[config.mk]
export PLATFORM = sky130hd
export DESIGN_NAME = i2s_rx
export DESIGN_NICKNAME = d
export VERILOG_FILES = /design/src/rtl/abies_i2s_pkg.sv /design/src/rtl/i2s_edge_sync.sv /design/src/rtl/i2s_rx.sv
export SDC_FILE = /design/constraint.sdc
export NUM_CORES = 1
export LEC_CHECK = 0
export ABC_AREA = 1
export BUFFER_PORTS_ARGS = -buffer_cell sky130_fd_sc_hd__buf_2
export CAP_MARGIN = 20
export CORE_MARGIN = 2
export CORE_UTILIZATION = 60
export DETAILED_ROUTE_END_ITERATION = 10
export GPL_ROUTABILITY_DRIVEN = 0
export PLACE_DENSITY = 0.81
export SETUP_SLACK_MARGIN = 0.3
export SLEW_MARGIN = 20
export SYNTH_ARGS = -nofsm -noshare
export SYNTH_HDL_FRONTEND = slang
export SYNTH_SLANG_ARGS = --single-unit
[constraint.sdc]
create_clock -name clk -period 2.7 [get_ports clk]
set_clock_uncertainty 0.05 [all_clocks]
set_input_delay 0.54 -clock clk [delete_from_list [all_inputs] [get_ports clk]]
set_output_delay 0.54 -clock clk [all_outputs]
set_load 0.05 [all_outputs]
[src/rtl/abies_i2s_pkg.sv]
// Shared I2S types and constants for the receive and transmit blocks.
package abies_i2s_pkg;

  typedef enum logic {
    I2S_LEFT  = 1'b0,
    I2S_RIGHT = 1'b1
  } i2s_ch_t;

  typedef enum logic {
    SEEK,
    RUN
  } i2s_rx_state_t;

  // Serial data trails word select by one bit clock.
  localparam int I2S_DATA_DELAY = 1;

endpackage

[src/rtl/i2s_edge_sync.sv]
// Optional synchronizer for sclk/lrclk/sdi plus a one-clk sclk rising-edge strobe.
module i2s_edge_sync #(
  parameter int SYNC_STAGES = 0
) (
  input  logic clk,
  input  logic rst_n,
  input  logic sclk,
  input  logic lrclk,
  input  logic sdi,
  output logic lrclk_s,
  output logic sdi_s,
  output logic rise
);

  logic [2:0] synced;
  logic       sclk_q;

  if (SYNC_STAGES == 0) begin : g_bypass
    assign synced = {sclk, lrclk, sdi};
  end else begin : g_chain
    logic [2:0] chain [SYNC_STAGES];

    // All three lines share one chain so data stays aligned with its sclk edge.
    always_ff @(posedge clk or negedge rst_n) begin
      if (!rst_n) begin
        for (int i = 0; i < SYNC_STAGES; i++) chain[i] <= 3'b000;
      end else begin
        chain[0] <= {sclk, lrclk, sdi};
        for (int i = 1; i < SYNC_STAGES; i++) chain[i] <= chain[i-1];
      end
    end

    assign synced = chain[SYNC_STAGES-1];
  end

  always_ff @(posedge clk or negedge rst_n) begin
    if (!rst_n) sclk_q <= 1'b0;
    else        sclk_q <= synced[2];
  end

  assign lrclk_s = synced[1];
  assign sdi_s   = synced[0];
  assign rise    = synced[2] & ~sclk_q;

endmodule

[src/rtl/i2s_rx.sv]
// I2S receiver: deserializes stereo slots into parallel L/R words with one valid per frame.
module i2s_rx
  import abies_i2s_pkg::*;
#(
  parameter int DW          = 24,
  parameter int SYNC_STAGES = 0
) (
  input  logic          clk,
  input  logic          rst_n,
  input  logic          sclk,
  input  logic          lrclk,
  input  logic          sdi,
  output logic [DW-1:0] l_sample,
  output logic [DW-1:0] r_sample,
  output logic          valid,
  output logic          short_err
);

  localparam int CW = $clog2(DW + 1);

  logic          lrclk_s;
  logic          sdi_s;
  logic          rise;

  i2s_rx_state_t state, state_next;
  logic [CW-1:0] bit_cnt;
  logic [DW-1:0] shift;
  logic [DW-1:0] l_hold;
  i2s_ch_t       lr_last;
  logic          primed;

  logic          take;
  logic [DW-1:0] shift_step;
  logic [CW-1:0] cnt_step;
  logic [DW-1:0] word;
  i2s_ch_t       lr_now;
  logic          boundary;
  logic          l_load;
  logic          emit;
  logic          slot_short;

  i2s_edge_sync #(
    .SYNC_STAGES(SYNC_STAGES)
  ) u_sync (
    .clk    (clk),
    .rst_n  (rst_n),
    .sclk   (sclk),
    .lrclk  (lrclk),
    .sdi    (sdi),
    .lrclk_s(lrclk_s),
    .sdi_s  (sdi_s),
    .rise   (rise)
  );

  assign take       = bit_cnt < CW'(DW);
  assign shift_step = take ? {shift[DW-2:0], sdi_s} : shift;
  assign cnt_step   = take ? bit_cnt + 1'b1 : bit_cnt;
  // Short slots come out left-aligned; any stale bits are shifted off the top.
  assign word       = shift_step << (CW'(DW) - cnt_step);
  assign lr_now     = i2s_ch_t'(lrclk_s);
  assign boundary   = rise && (lr_now != lr_last);
  assign slot_short = boundary && (state == RUN) && (cnt_step < CW'(DW));

  always_ff @(posedge clk or negedge rst_n) begin
    if (!rst_n) state <= SEEK;
    else        state <= state_next;
  end

  // lr_last resets to RIGHT without having seen it, so the first rise after reset
  // only primes the detector; a real 1->0 edge is needed to trust a left-slot start.
  always_comb begin
    state_next = state;
    l_load     = 1'b0;
    emit       = 1'b0;
    if (boundary) begin
      case (state)
        SEEK: if (primed && lr_now == I2S_LEFT) state_next = RUN;
        RUN: begin
          if (lr_now == I2S_RIGHT) l_load = 1'b1;
          else                     emit   = 1'b1;
        end
        default: state_next = SEEK;
      endcase
    end
  end

  always_ff @(posedge clk or negedge rst_n) begin
    if (!rst_n) begin
      bit_cnt   <= '0;
      shift     <= '0;
      l_hold    <= '0;
      lr_last   <= I2S_RIGHT;
      primed    <= 1'b0;
      l_sample  <= '0;
      r_sample  <= '0;
      valid     <= 1'b0;
      short_err <= 1'b0;
    end else begin
      valid <= emit;
      if (rise) begin
        primed <= 1'b1;
        shift  <= shift_step;
        if (boundary) begin
          bit_cnt <= '0;
          lr_last <= lr_now;
        end else begin
          bit_cnt <= cnt_step;
        end
      end
      if (l_load) l_hold <= word;
      if (emit) begin
        l_sample <= l_hold;
        r_sample <= word;
      end
      if (slot_short) short_err <= 1'b1;
    end
  end

endmodule

==> impl_metrics.xml, run 1 <==
<?xml version="1.0" encoding="UTF-8"?>
<metrics>
  <group name="synthesis">
    <metric name="synth-warning-count" unit="">0</metric>
    <metric name="syn-mean-instance-area" unit="um2">7.15</metric>
    <metric name="synth-seq-area-share" unit="">0.456</metric>
    <metric name="synth.largest_area_cell" unit="">dfrtp_1</metric>
    <metric name="synth-edff-count" unit="">0</metric>
    <metric name="synth.net_count" unit="">829</metric>
    <metric name="netlist_area" unit="mm2">0.00588</metric>
    <metric name="synthTopCellsByArea" unit="">dfrtp_1, nand2_1, nand3_1, o21ai_0, inv_1</metric>
    <metric name="yosysTopAreaCellShare" unit="">0.451</metric>
    <metric name="synth-main-ff-cell" unit="">dfrtp_1</metric>
    <metric name="post_synth_num_cell_types" unit="">33</metric>
    <metric name="synth_seq_cells" unit="">107</metric>
    <metric name="synthArstFlopShare" unit="">1.00</metric>
    <metric name="gate_count_after_technology_mapping" unit="">822</metric>
  </group>
  <group name="placed_design">
    <metric name="post-place-ws" unit="ns">0.238</metric>
    <metric name="place_hpwl" unit="um">10000</metric>
    <metric name="number_of_buffers_inserted_by_port_buffering" unit="">54</metric>
    <metric name="placed_cells_incl_taps" unit="">980</metric>
  </group>
  <group name="floorplan">
    <metric name="placementRows" unit="">36</metric>
    <metric name="die_width" unit="um">103</metric>
    <metric name="floorplan.die_area" unit="mm2">0.0106</metric>
    <metric name="floorplan.io_pins" unit="">55</metric>
    <metric name="die_y" unit="um">103</metric>
    <metric name="floorplan.core_area" unit="mm2">0.00964</metric>
    <metric name="start_util" unit="">0.610</metric>
  </group>
  <group name="critical_path">
    <metric name="series_of_cell_instances_along_the_critical_path" unit="">ha_1 &gt; nand2_1 &gt; nand2_2 &gt; inv_2 &gt; ha_4 &gt; inv_1 &gt; nand2_1 &gt; nand2_4 &gt; buf_12 &gt; nand3_1 &gt; nand2_1 &gt; nand2_2 &gt; nand2_1 &gt; nand3_1 &gt; nand2_1</metric>
    <metric name="setup.worst_path.class" unit="">register to register</metric>
    <metric name="crit_path_top_delay_cell" unit="">dfrtp_1</metric>
    <metric name="cp.arrival" unit="ns">2.57</metric>
    <metric name="data_required_time_at_the_worst_endpoint" unit="ns">2.99</metric>
    <metric name="cp_num_buf_inv" unit="">3</metric>
    <metric name="crit_end_element" unit="">register</metric>
    <metric name="setup.worst_path.start_class" unit="">register</metric>
    <metric name="critical-path-top-delay-family" unit="">simple AND/OR/NAND/NOR gates</metric>
    <metric name="cpPeakStageDelay" unit="ns">0.43</metric>
    <metric name="path_max_fanout" unit="">12</metric>
    <metric name="timing.critical_path.mode_cell" unit="">nand2_1</metric>
  </group>
  <group name="worst_hold_path">
    <metric name="holdCritPathClass" unit="">primary input to async pin</metric>
  </group>
  <group name="routing">
    <metric name="post-route-drc-count" unit="">0</metric>
    <metric name="wl_per_cell" unit="um">14.7</metric>
    <metric name="route.detailed.vias_per_inst" unit="">5.61</metric>
    <metric name="drt_iter0_markers" unit="">668</metric>
    <metric name="vias_after_detailed_routing" unit="">5612</metric>
    <metric name="final_antenna_net_count" unit="">0</metric>
    <metric name="dr_pass1_iterations" unit="">5</metric>
    <metric name="routed_wl" unit="um">14700</metric>
  </group>
  <group name="layout">
    <metric name="final_cells" unit="">1001</metric>
    <metric name="nets" unit="">870</metric>
    <metric name="layout-drive-gt1-share" unit="">0.164</metric>
    <metric name="nFillCells" unit="">814</metric>
    <metric name="ff_latch_area" unit="mm2">0.00268</metric>
    <metric name="layout-area-overhead-vs-synth" unit="%">13.0</metric>
    <metric name="multi_input_area" unit="mm2">0.00285</metric>
    <metric name="insertedDiodeCount" unit="">0</metric>
  </group>
  <group name="timing">
    <metric name="setup_ws" unit="ns">0.416</metric>
    <metric name="slew_headroom" unit="">0.702</metric>
    <metric name="final_min_period_over_clock_period" unit="">0.846</metric>
    <metric name="grt_setup_unrepaired" unit="">true</metric>
    <metric name="setup-tns-final" unit="ns">0</metric>
    <metric name="final_count_of_pins_violating_max_slew" unit="">0</metric>
    <metric name="tightest_slew" unit="ns">0.447</metric>
    <metric name="timing.final.crit_period" unit="ns">2.28</metric>
    <metric name="max_clock_freq" unit="MHz">438</metric>
    <metric name="report.final.hold_viol_count" unit="">0</metric>
    <metric name="timing.final.setup_violations" unit="">0</metric>
  </group>
  <group name="clocking">
    <metric name="numCtsBuffers" unit="">9</metric>
    <metric name="clock-sinks" unit="">107</metric>
    <metric name="worst_skew_pair.late_latency" unit="ns">0.40</metric>
    <metric name="cts.reportedPaths.clkPinSlew" unit="ns">0.11</metric>
    <metric name="cts_max_level" unit="">3</metric>
    <metric name="tritoncts_clock_tree" unit="">done</metric>
    <metric name="cts_root_buf" unit="">clkbuf_8</metric>
    <metric name="buffers_from_clock_root_to_sink_at_most" unit="">2</metric>
  </group>
  <group name="global_routing">
    <metric name="grt.overflow.total" unit="">0</metric>
    <metric name="grt_start_max_net_pins" unit="">77</metric>
    <metric name="grt_util_all_layers" unit="">0.285</metric>
    <metric name="antenna_found_initial" unit="">0</metric>
    <metric name="first_global_vias" unit="">5064</metric>
    <metric name="grt_pass1_wl" unit="um">23800</metric>
  </group>
  <group name="power_and_ir_drop">
    <metric name="peak_supply_drop" unit="mV">0.635</metric>
    <metric name="total_power" unit="mW">9.55</metric>
    <metric name="static-leakage-power" unit="nW">3.57</metric>
    <metric name="power_per_cell_area" unit="mW/mm2">1440</metric>
  </group>
  <group name="status">
    <metric name="status" unit="">completed</metric>
  </group>
  <group name="job">
    <metric name="cap_viol_max_count" unit="">0</metric>
  </group>
</metrics>
## worst paths after layout
check | from | end | slack, ns | depth (start not counted)
worst min-delay path | rst_n | bit_cnt[3] | 0.03 | 1
worst min register to register | primed | primed | 0.42 | 2
worst max register to register | bit_cnt[1] | r_sample[20] | 0.42 | 15
min in group clk | sclk | u_sync.sclk_q | 0.22 | 1
worst max-delay path | bit_cnt[1] | r_sample[20] | 0.42 | 15
max in group asynchronous | rst_n | l_hold[17] | 1.84 | 2
## synth_stat cells (all sizes together), types with 2 or more instances
library cell    n
inv            47
nand3         141
nand2         377
a21oi           2
o21ai          56
a31oi           6
buf            32
nor2           25
ha              2
o31ai           4
clkbuf         15
dfrtp         106
o22ai           3
## worst reg2reg max path: stages (launching register included)
cell and delay, ns:
dfrtp_1 0.43, ha_1 0.29, nand2_1 0.06, nand2_2 0.10
inv_2 0.06, ha_4 0.16, inv_1 0.07, nand2_1 0.09
nand2_4 0.15, buf_12 0.15, nand3_1 0.12, nand2_1 0.15
nand2_2 0.08, nand2_1 0.11, nand3_1 0.09, nand2_1 0.07
## cell usage in the layout (no fill, tap or decap), drive strengths merged
| master | instances |
|---|---|
| a21o | 1 |
| a21oi | 2 |
| a31oi | 6 |
| buf | 75 |
| clkbuf | 11 |
| clkinv | 3 |
| clkinvlp | 1 |
| dfrtp | 106 |
| dfstp | 1 |
| ha | 2 |
| inv | 51 |
| nand2 | 377 |
| nand3 | 141 |
| nand4 | 1 |
| nor2 | 25 |
| o211ai | 1 |
| o21ai | 56 |
| o22ai | 3 |
| o31ai | 4 |
| xor2 | 1 |
## flip-flops by register name, summed over array words and instances, names as in the netlist
signal         cells
lr_last            1
state              1
bit_cnt            5
primed             1
l_hold            24
valid              1
short_err          1
l_sample          24
shift             24
r_sample          24
u_sync.sclk_q      1
## layer usage
layer  share of wire  routed length (um)  up-vias  GRT usage
met4           0.031                 452        0      0.114
met5               0                   0        -          0
li1                -                   -     2707          -
met1            0.43                6260     2620      0.390
met3           0.066                 975       40     0.0468
met2            0.48                7030      245      0.455
## metrics by stage
stage	instance area (um2)	utilization	hold slack, ns
floorplan	5880	-	0.194
global placement	6220	0.646	0.384
detailed placement	6220	0.646	0.394
CTS	6430	0.667	0.0359
global route	6640	0.689	0.0673
finish	6640	0.689	0.0329
## area by class of cell
type,instances,share of cell area
multi-input cells,620,0.429
flip-flops and latches,107,0.403
repair buffers,77,0.0829
inverters,48,0.0290
well taps,133,0.0250
clock buffers,9,0.0186
clock inverters,7,0.0121
## power breakdown
group / switching, mW / total [mW] / internal [mW]
clock: 0.626 / 0.995 / 0.369
combinational: 4.24 / 6.09 / 1.85
sequential: 0.328 / 2.47 / 2.14
## kinds of logic after synthesis
group | count (synthesis) | synth area share
xor gates and xnor gates | 1 | 0.00149
adders and majority gates | 2 | 0.00425
DFF | 107 | 0.456
buffers and inverters | 95 | 0.0760
and+or+nand+nor | 544 | 0.393
AOI/OAI and AO/OA | 73 | 0.0694
## repair_timing
item | CTS | global route
buffers inserted | 0 | 2
pin swaps | 0 | 1
setup endpoints to repair | 10 | 48
hold buffers | 0 | 0
gates cloned | 0 | 3
resized for setup | 1 | 37
Power figures use the tool's default switching activity.
==> run 2, diff against run 1 <==
==> constraint.sdc (replaced) <==
create_clock -name clk -period 2.4 [get_ports clk]
set_clock_uncertainty 0.05 [all_clocks]
set_input_delay 0.48 -clock clk [delete_from_list [all_inputs] [get_ports clk]]
set_output_delay 0.48 -clock clk [all_outputs]
set_load 0.05 [all_outputs]
==> run 2 against run 1 <==
Fmax fell by 3.7%. Critical path type unchanged. Via count rose by 11%. Highest routed layer unchanged. Utilization rose by 8.0 points. Hold slack got worse by 0.033 ns. Non-clock buffer count rose by 11. Cell area rose by 12%. Global-route usage rose by 3.4 points. Die area did not move. The flow now finishes with violations (negative hold slack).
==> impl_metrics.xml, run 2 (synthesized netlist as in run 1, its figures left out) <==
<?xml version="1.0" encoding="UTF-8"?>
<metrics>
  <group name="timing">
    <metric name="final_count_of_pins_violating_max_slew" unit="">0</metric>
    <metric name="timing.final.setup_violations" unit="">0</metric>
    <metric name="final_min_period_over_clock_period" unit="">0.989</metric>
    <metric name="holdWs" unit="ns">-0.0000691</metric>
    <metric name="setup-tns-final" unit="ns">0</metric>
    <metric name="timing.final.crit_period" unit="ns">2.37</metric>
    <metric name="setup_ws" unit="ns">0.0266</metric>
    <metric name="grt_setup_unrepaired" unit="">true</metric>
    <metric name="max_clock_freq" unit="MHz">421</metric>
    <metric name="report.final.hold_viol_count" unit="">1</metric>
    <metric name="tightest_slew" unit="ns">0.540</metric>
    <metric name="slew_headroom" unit="">0.640</metric>
  </group>
  <group name="critical_path">
    <metric name="crit_end_element" unit="">register</metric>
    <metric name="path_max_fanout" unit="">6</metric>
    <metric name="reg2reg_depth" unit="">14</metric>
    <metric name="crit_path_top_delay_cell" unit="">dfrtp_1</metric>
    <metric name="cpPeakStageDelay" unit="ns">0.41</metric>
    <metric name="timing.critical_path.mode_cell" unit="">nand2_1</metric>
    <metric name="data_required_time_at_the_worst_endpoint" unit="ns">2.68</metric>
    <metric name="setup.worst_path.start_class" unit="">register</metric>
    <metric name="cp.arrival" unit="ns">2.66</metric>
    <metric name="setup.worst_path.class" unit="">register to register</metric>
    <metric name="series_of_cell_instances_along_the_critical_path" unit="">ha_1 &gt; nand2_1 &gt; nand2_2 &gt; inv_2 &gt; ha_4 &gt; buf_8 &gt; buf_16 &gt; nand3_1 &gt; nand2_2 &gt; nand2_1 &gt; nand2_1 &gt; nand2_1 &gt; nand3_1 &gt; o21ai_1</metric>
  </group>
  <group name="floorplan">
    <metric name="floorplan.core_area" unit="mm2">0.00964</metric>
    <metric name="die_y" unit="um">103</metric>
    <metric name="start_util" unit="">0.610</metric>
    <metric name="floorplan.die_area" unit="mm2">0.0106</metric>
    <metric name="floorplan.io_pins" unit="">55</metric>
    <metric name="die_width" unit="um">103</metric>
    <metric name="placementRows" unit="">36</metric>
  </group>
  <group name="global_routing">
    <metric name="grt_start_max_net_pins" unit="">66</metric>
    <metric name="grt_pass1_wl" unit="um">26500</metric>
    <metric name="antenna_found_initial" unit="">0</metric>
    <metric name="grt.overflow.total" unit="">0</metric>
    <metric name="grt_util_all_layers" unit="">0.318</metric>
    <metric name="first_global_vias" unit="">5581</metric>
  </group>
  <group name="routing">
    <metric name="routed_wl" unit="um">18200</metric>
    <metric name="vias_after_detailed_routing" unit="">6238</metric>
    <metric name="drt_iter0_markers" unit="">717</metric>
    <metric name="final_antenna_net_count" unit="">0</metric>
    <metric name="dr_pass1_iterations" unit="">8</metric>
    <metric name="wl_per_cell" unit="um">17.9</metric>
    <metric name="post-route-drc-count" unit="">0</metric>
    <metric name="route.detailed.vias_per_inst" unit="">6.14</metric>
  </group>
  <group name="clocking">
    <metric name="clock-sinks" unit="">107</metric>
    <metric name="worst_skew_pair.late_latency" unit="ns">0.40</metric>
    <metric name="cts.reportedPaths.clkPinSlew" unit="ns">0.12</metric>
    <metric name="tritoncts_clock_tree" unit="">done</metric>
    <metric name="cts_max_level" unit="">3</metric>
    <metric name="numCtsBuffers" unit="">9</metric>
    <metric name="post_cts_hold_buffer_count" unit="">0</metric>
    <metric name="buffers_from_clock_root_to_sink_at_most" unit="">2</metric>
    <metric name="cts_root_buf" unit="">clkbuf_8</metric>
  </group>
  <group name="layout">
    <metric name="nets" unit="">885</metric>
    <metric name="nFillCells" unit="">605</metric>
    <metric name="layout-drive-gt1-share" unit="">0.298</metric>
    <metric name="insertedDiodeCount" unit="">0</metric>
    <metric name="layout_common_cells" unit="">nand2_1, dfrtp_1, nand3_1</metric>
    <metric name="layout-area-overhead-vs-synth" unit="%">26.1</metric>
    <metric name="finalCoreUtilization" unit="">0.770</metric>
    <metric name="final_cells" unit="">1016</metric>
    <metric name="most_common_library_cell_in_the_layout_ignoring_fill_and_taps" unit="">nand2_1</metric>
  </group>
  <group name="job">
    <metric name="cap_viol_max_count" unit="">0</metric>
  </group>
  <group name="status">
    <metric name="status" unit="">finished with violations</metric>
    <metric name="violations" unit="">negative hold slack</metric>
  </group>
  <group name="worst_hold_path">
    <metric name="holdCritPathClass" unit="">primary input to async pin</metric>
  </group>
  <group name="placed_design">
    <metric name="placed_cells_incl_taps" unit="">980</metric>
    <metric name="post-place-ws" unit="ns">0.0314</metric>
    <metric name="number_of_buffers_inserted_by_port_buffering" unit="">54</metric>
    <metric name="place_hpwl" unit="um">9890</metric>
  </group>
</metrics>
## run 2: changes by cell type in the layout (fill, tap and decap cells not counted), moves of 5 or more
cell,previous run,this run
buf_6,2,9
nand2_1,360,316
nand2_2,14,52
nand2_4,2,9
nand3_1,128,78
nand3_2,13,55
nand3_4,0,8
nor2_1,19,14
nor2_4,2,7
## run 2: layout make-up
| type | count | area [um2] | area share |
|---|---|---|---|
| timing repair inverter | 2 | 27.5 | 0.00371 |
| timing repair buffer | 88 | 724 | 0.0977 |
| clock inverter | 6 | 62.6 | 0.00843 |
| inverter | 48 | 210 | 0.0283 |
| multi-input combinational | 622 | 3410 | 0.459 |
| sequential | 107 | 2680 | 0.361 |
| tap | 133 | 166 | 0.0224 |
| clock buffer | 10 | 138 | 0.0186 |
## run 2: critical path, delay by kind of cell (launching register included)
family | cells | cell delay [ns]
buffers and inverters | 3 | 0.36
AND/OR/NAND/NOR | 8 | 0.77
flip-flops | 1 | 0.41
adder cells (fa/ha/maj) | 2 | 0.53
AO/OA/AOI/OAI | 1 | 0.17
## run 2: metrics by stage
step,hold WS [ns],area [um2]
floorplan,0.134,5920
global placement,0.385,6240
detailed placement,0.397,6240
CTS,0.0245,6940
global route,0.0440,7420
finish,-0.0000691,7420
## run 2: per-layer routing
| metal | global-route usage | part of all wire |
|---|---|---|
| met3 | 0.0685 | 0.094 |
| met1 | 0.414 | 0.38 |
| met2 | 0.505 | 0.47 |
| met5 | 0 | 0 |
| met4 | 0.159 | 0.054 |
## run 2: path summary, 6_finish.rpt
kind | start | endpoint | slack, ns
min in group clk | sclk | u_sync.sclk_q | 0.14
min reg2reg | primed | primed | 0.42
max in group asynchronous | rst_n | lr_last | 1.59
max reg2reg | bit_cnt[1] | l_hold[14] | 0.03
min | rst_n | shift[12] | -0.00007
max | bit_cnt[1] | l_hold[14] | 0.03
## run 2: what timing repair did
| item | in CTS | in global routing |
|---|---|---|
| setup endpoints to repair | 48 | 61 |
| gates resized for setup | 71 | 107 |
| setup buffers | 8 | 3 |
| pin swaps | 14 | 41 |
| cloned | 7 | 2 |
Power of run 2 is left out: the tool's default activity adds up to more than one toggle a clock period on the data nets, which glitch-free logic cannot reach.
